===== src/rtl/seq_pkg.sv =====
// Shared types and helpers for the serialising-instruction sequencer.
package seq_pkg;

  // Serialising instruction class held in EXE.
  typedef enum logic [1:0] {
    REQ_FENCE   = 2'd0,
    REQ_FENCE_I = 2'd1,
    REQ_SFENCE  = 2'd2,
    REQ_WFI     = 2'd3
  } seq_req_e;

  // Sequencer states.
  typedef enum logic [2:0] {
    IDLE    = 3'd0,
    DRAIN   = 3'd1,
    IC_INV  = 3'd2,
    TLB_INV = 3'd3,
    WFI     = 3'd4,
    RESTART = 3'd5
  } seq_state_e;

  // Width of a counter that must reach to_cycles-1 (to_cycles >= 2).
  function automatic int drain_cnt_w(input int to_cycles);
    return $clog2(to_cycles);
  endfunction

  localparam int DRAIN_TO_DEFAULT = 256;
  localparam int DRAIN_CNT_W      = drain_cnt_w(DRAIN_TO_DEFAULT);

  // Where a sequence goes once the LSU has drained.
  function automatic seq_state_e drain_target(input seq_req_e t);
    seq_state_e s;
    case (t)
      REQ_FENCE_I: s = IC_INV;
      REQ_SFENCE:  s = TLB_INV;
      REQ_WFI:     s = WFI;
      default:     s = RESTART;
    endcase
    return s;
  endfunction

endpackage


===== src/rtl/inv_hs.sv =====
// Level/pulse invalidate handshake: start raises req, the ack pulse drops it.
// An ack arriving while req is low is ignored.
module inv_hs (
  input  logic clk,
  input  logic rst,
  input  logic start_i,
  input  logic ack_i,
  output logic req_o,
  output logic done_o
);

  logic req_q;

  // Request level: set on start, cleared by the matching ack.
  always_ff @(posedge clk or posedge rst) begin
    if (rst) begin
      req_q <= 1'b0;
    end else if (start_i) begin
      req_q <= 1'b1;
    end else if (ack_i) begin
      req_q <= 1'b0;
    end
  end

  assign req_o  = req_q;
  assign done_o = req_q & ack_i;

endmodule


===== src/rtl/pipe_seq_ctrl.sv =====
// Sequencer for FENCE / FENCE.I / SFENCE.VMA / WFI held in EXE.
// Stalls the front of the pipe, drains the LSU, runs invalidate handshakes
// or parks in WFI, and finishes with a one-cycle restart pulse at req_pc+4.
// Handshakes: ic_inv_req/tlb_inv_req are levels held until a one-cycle ack
// pulse; an ack with no outstanding request has no effect.
module pipe_seq_ctrl
  import seq_pkg::*;
#(
  parameter int XLEN     = 32,
  parameter int DRAIN_TO = 256
) (
  input  logic            clk,
  input  logic            rst,
  input  logic            req_valid,
  input  seq_req_e        req_type,
  input  logic [XLEN-1:0] req_pc,
  input  logic            sb_empty,
  input  logic            lsu_busy,
  input  logic            ic_inv_ack,
  input  logic            tlb_inv_ack,
  input  logic            irq_pending,
  input  logic            trap_en,
  output logic            seq_hazard,
  output logic            ic_inv_req,
  output logic            tlb_inv_req,
  output logic            irq_block,
  output logic            wfi_sleep,
  output logic            pipe_restart_en,
  output logic [XLEN-1:0] restart_pc,
  output logic            drain_fault,
  output seq_state_e      dbg_state
);

  localparam int               CNT_W    = drain_cnt_w(DRAIN_TO);
  localparam logic [CNT_W-1:0] CNT_LAST = CNT_W'(DRAIN_TO - 1);

  seq_state_e      state_q, state_d;
  seq_req_e        type_q;
  logic [CNT_W-1:0] drain_cnt_q, drain_cnt_d;
  logic [XLEN-1:0] restart_pc_q;

  logic accept;
  logic drained;
  logic drain_timeout;
  logic ic_start, ic_done;
  logic tlb_start, tlb_done;

  assign drained = sb_empty & ~lsu_busy;

  // State register, drain counter and latched request.
  always_ff @(posedge clk or posedge rst) begin
    if (rst) begin
      state_q      <= IDLE;
      type_q       <= REQ_FENCE;
      drain_cnt_q  <= '0;
      restart_pc_q <= '0;
    end else begin
      state_q     <= state_d;
      drain_cnt_q <= drain_cnt_d;
      if (accept) begin
        type_q       <= req_type;
        restart_pc_q <= req_pc + XLEN'(4);
      end
    end
  end

  // Next-state logic; a trap in DRAIN aborts, drain completion beats timeout.
  always_comb begin
    state_d       = state_q;
    accept        = 1'b0;
    drain_timeout = 1'b0;
    unique case (state_q)
      IDLE: begin
        if (req_valid && !trap_en) begin
          accept  = 1'b1;
          state_d = DRAIN;
        end
      end
      DRAIN: begin
        if (trap_en) begin
          state_d = IDLE;
        end else if (drained) begin
          state_d = drain_target(type_q);
        end else if (drain_cnt_q == CNT_LAST) begin
          drain_timeout = 1'b1;
          state_d       = IDLE;
        end
      end
      IC_INV: begin
        if (ic_done) state_d = RESTART;
      end
      TLB_INV: begin
        if (tlb_done) state_d = RESTART;
      end
      WFI: begin
        if (trap_en) begin
          state_d = IDLE;
        end else if (irq_pending) begin
          state_d = RESTART;
        end
      end
      RESTART: state_d = IDLE;
      default: state_d = IDLE;
    endcase
    drain_cnt_d = (state_q == DRAIN && state_d == DRAIN) ? drain_cnt_q + 1'b1 : '0;
    ic_start    = (state_q == DRAIN) && (state_d == IC_INV);
    tlb_start   = (state_q == DRAIN) && (state_d == TLB_INV);
  end

  inv_hs u_ic_hs (
    .clk     (clk),
    .rst     (rst),
    .start_i (ic_start),
    .ack_i   (ic_inv_ack),
    .req_o   (ic_inv_req),
    .done_o  (ic_done)
  );

  inv_hs u_tlb_hs (
    .clk     (clk),
    .rst     (rst),
    .start_i (tlb_start),
    .ack_i   (tlb_inv_ack),
    .req_o   (tlb_inv_req),
    .done_o  (tlb_done)
  );

  // Output decode from state; the stall covers the accept cycle combinationally.
  always_comb begin
    seq_hazard      = (state_q != IDLE) | req_valid;
    irq_block       = ic_inv_req | tlb_inv_req;
    wfi_sleep       = (state_q == WFI);
    pipe_restart_en = (state_q == RESTART);
    restart_pc      = restart_pc_q;
    drain_fault     = drain_timeout;
    dbg_state       = state_q;
  end

endmodule


===== config.mk =====
export PLATFORM = sky130hd
export DESIGN_NAME = pipe_seq_ctrl
export DESIGN_NICKNAME = d
export VERILOG_FILES = /design/src/rtl/seq_pkg.sv /design/src/rtl/inv_hs.sv /design/src/rtl/pipe_seq_ctrl.sv
export SDC_FILE = /design/constraint.sdc
export NUM_CORES = 1
export LEC_CHECK = 0
export CAP_MARGIN = 5
export CORE_ASPECT_RATIO = 1.1
export CORE_MARGIN = 5
export CORE_UTILIZATION = 50
export CTS_BUF_LIST = sky130_fd_sc_hd__clkbuf_2 sky130_fd_sc_hd__clkbuf_4 sky130_fd_sc_hd__clkbuf_8
export DETAILED_ROUTE_END_ITERATION = 8
export GPL_TIMING_DRIVEN = 0
export MAX_ROUTING_LAYER = met4
export PLACE_DENSITY = 0.94
export SLEW_MARGIN = 20
export SYNTH_ARGS = -nofsm -noshare
export SYNTH_HDL_FRONTEND = slang
export SYNTH_SLANG_ARGS = --single-unit

===== constraint.sdc =====
create_clock -name clk -period 2.9 [get_ports clk]
set_input_delay 0.58 -clock clk [delete_from_list [all_inputs] [get_ports clk]]
set_output_delay 0.58 -clock clk [all_outputs]
set_load 0.02 [all_outputs]

==> results_dict.tcl <==
set metrics [dict create \
    status "finished, final reports clean" \
    postSynthAreaPerCell_um2 9.447 \
    met3_length_um 511 \
    ff2ff_path_depth 6 \
    min_period_over_period_pct 91.77 \
    cp-end-kind "primary output" \
    vias 2277 \
    fin_worst_skew_ns 0.009468 \
    antenna_found_initial 0 \
    dieArea_um2 6416 \
    wl_met1_um 2620 \
    min_path_type "flop to flop" \
    drt_iter0_markers 128 \
    ys_top_cells_by_area "dfrtp_1 48%, xor2_1 8.9%, nand2_1 6.6%" \
    fill_cells 321 \
    grt_overflow 0 \
    fin_util_pct 74.85 \
    nNetsFinal 399 \
    rows 26 \
    powerDensity_nw_per_um2 862.3 \
    wirelength_um 6248 \
    yosys.area.top_type "dfrtp_1" \
    crit_start "trap_en" \
    grt_pass1_vias 2325 \
    clk-insertion-delay-late_ns 0.30 \
    critPathArrivalTime_ns 2.08 \
    netlist_instances 260 \
    synth_area_um2 2456 \
    cts_buffer_depth 2 \
    cts_tree "built" \
    cts_resized 2 \
    hold_viol_final 0 \
    reg2reg_slack_ns 0.97 \
    crit_path_max_fanout 4 \
    fmaxAchievable_mhz 375.8 \
    finalMaxSlewViolations 0 \
    clock-root-buffer "clkbuf_8" \
    final.setup.worst_slack_ns 0.2387 \
    yosysSeqAreaShare_pct 47.89 \
    place_congestion 0.8970 \
    htreeDepth 2 \
    whs_ns 0.4639 \
    synth_nets 307 \
    avgViaCountPerCell 5.567 \
    die_w_um 76.83 \
    synth_top_area_share_pct 47.89 \
    fp.dieH_um 83.51 \
    path_clk_slew_ns 0.08 \
    setup_viol 0 \
    total_power_mw 3.045 \
    slew_headroom_pct 54.67 \
    syn_to_final_growth_pct 43.76 \
    numCtsBuffers 5 \
    worst_pin_slew_ns 0.6762 \
    worstReg2RegStart "dbg_state[1]$_DFF_PP0_" \
    wl_met2_um 2993 \
    top_layer_used "met4" \
    pre_cts_slack_ns -0.09844 \
    cts_hold_buf 0 \
    start_util_pct 52.07 \
    drive_gt1_share_pct 7.365 \
    ys_ff_latch 47 \
    drcViolationCount 0 \
    grt_pass1_wl_um 10670 \
    min_period_ns 2.661 \
    hold-path-endpoint "drain_cnt_q[0]$_DFF_PP0_" \
    fp.coreArea_um2 4717 \
    track_usage_pct 20.59 \
    num_antenna_cells 0 \
    clock_sinks 47 \
    worstPathRequired_ns 2.32 \
    cts_setup_buffers 0 \
    crit_type "input port to primary output" \
    io_pins 85 \
    hold_depth 1 \
    yosys_warnings 0 \
    grt_max_degree 28 \
    portBuffers 84 \
    maxCapViolations 0 \
    synth_cell_types 34 \
    crit_path_start_kind "input port" \
    drtAntennaViolNets 0 \
    drtPass1Iterations 4 \
    worst_r2r_endpoint "restart_pc[10]$_DFFE_PP0P_" \
    hp-start "drain_cnt_q[0]$_DFF_PP0_" \
    wl_per_cell_um 15.28 \
    place_hpwl_um 4732 \
    leakage_nw 1.449 \
    rsz0062_at_grt "no" \
    vdd_drop_max_mv 0.4498 \
]
synthesized netlist by cell type, drive strengths merged:
| cell type | count |
|---|---|
| xor2 | 25 |
| ha | 4 |
| or2 | 1 |
| o221ai | 1 |
| nor2b | 1 |
| nor3 | 4 |
| o21ai | 30 |
| nor3b | 1 |
| and4 | 3 |
| inv | 8 |
| xnor2 | 9 |
| nor4b | 1 |
| dfrtp | 47 |
| nor4 | 3 |
| nand4 | 9 |
| a21oi | 2 |
| nor2 | 18 |
| nand3 | 22 |
| clkbuf | 6 |
| nand2b | 2 |
| or4 | 1 |
| o22ai | 1 |
| and3 | 7 |
| nand2 | 43 |
| buf | 2 |
| a31oi | 1 |
| or3 | 1 |
| a32o | 2 |
| mux2 | 5 |
flip-flops by register name, indices dropped and copies added, names as in the netlist:
| signal | count |
|---|---|
| drain_cnt_q | 8 |
| dbg_state | 3 |
| u_ic_hs.req_o | 1 |
| type_q | 2 |
| u_tlb_hs.req_o | 1 |
| restart_pc | 32 |
metal layers:
layer  vias to the layer above  global-route usage, %
li1                       1080                      -
met1                      1070                  25.48
met2                       115                  33.28
met3                        12                  4.860
met4                         0                  6.359
met5                         -                      -
kinds of logic after synthesis:
family          count (synthesis)  synth area share, %
simple gates                  117                24.61
mux                             5                2.292
flops                          47                47.89
xor+xnor                       34                12.12
compound gates                 37                8.508
fa+ha+maj                       4                2.038
buf+inv                        16                2.547
through the flow:
stage / std cells / TNS, ns / cell area [um^2]
detailed placement: 401 / -0.09844 / 3387
floorplan: 260 / 0 / 2456
global route: 409 / 0 / 3531
global placement: 400 / -0.04359 / 3367
finish: 409 / 0 / 3531
CTS: 409 / 0 / 3531
critical path, cell delays in order:
cell             delay (ns)
clkdlybuf4s50_1        0.50
nor4b_4                0.38
nand2_1                0.16
nor2_1                 0.12
dlygate4sd2_1          0.34
worst max path at each step:
stage	end	slack, ns
floorplan	drain_fault	0.91
finish	drain_fault	0.24
global route	drain_fault	0.11
CTS	drain_fault	0.24
detailed placement	drain_fault	-0.1
global placement	drain_fault	-0.04
layout make-up:
class | count | area, um^2 | area share [%]
Buffer | 8 | 32.53 | 0.9213
Clock buffer | 6 | 76.32 | 2.162
Clock inverter | 2 | 60.06 | 1.701
Inverter | 8 | 30.03 | 0.8505
Multi-Input combinational cell | 197 | 1226 | 34.73
Sequential cell | 47 | 1176 | 33.31
Tap cell | 56 | 70.07 | 1.984
Timing Repair Buffer | 85 | 859.6 | 24.34
cell usage in the layout (no fill, tap or decap), drive strengths merged, types with 2 or more instances in the layout:
master and instances:
a32o 2, nor4 3, o21ai 30, mux2 5
ha 4, buf 3, and3 7, nor2 18
xnor2 9, a21oi 2, xor2 25, dfrtp 47
nand4 9, clkdlybuf4s50 83, clkbuf 12, inv 8
nand3 22, nand2 43, nor3 4, and4 3
bufinv 2, nand2b 2
power breakdown:
group          internal, mW  leakage [nW]  switching [mW]
Clock                 0.354        0.0688           0.221
Sequential            0.915         0.598           0.146
Combinational         0.662         0.782           0.747
(Power assumes the default switching activity.)
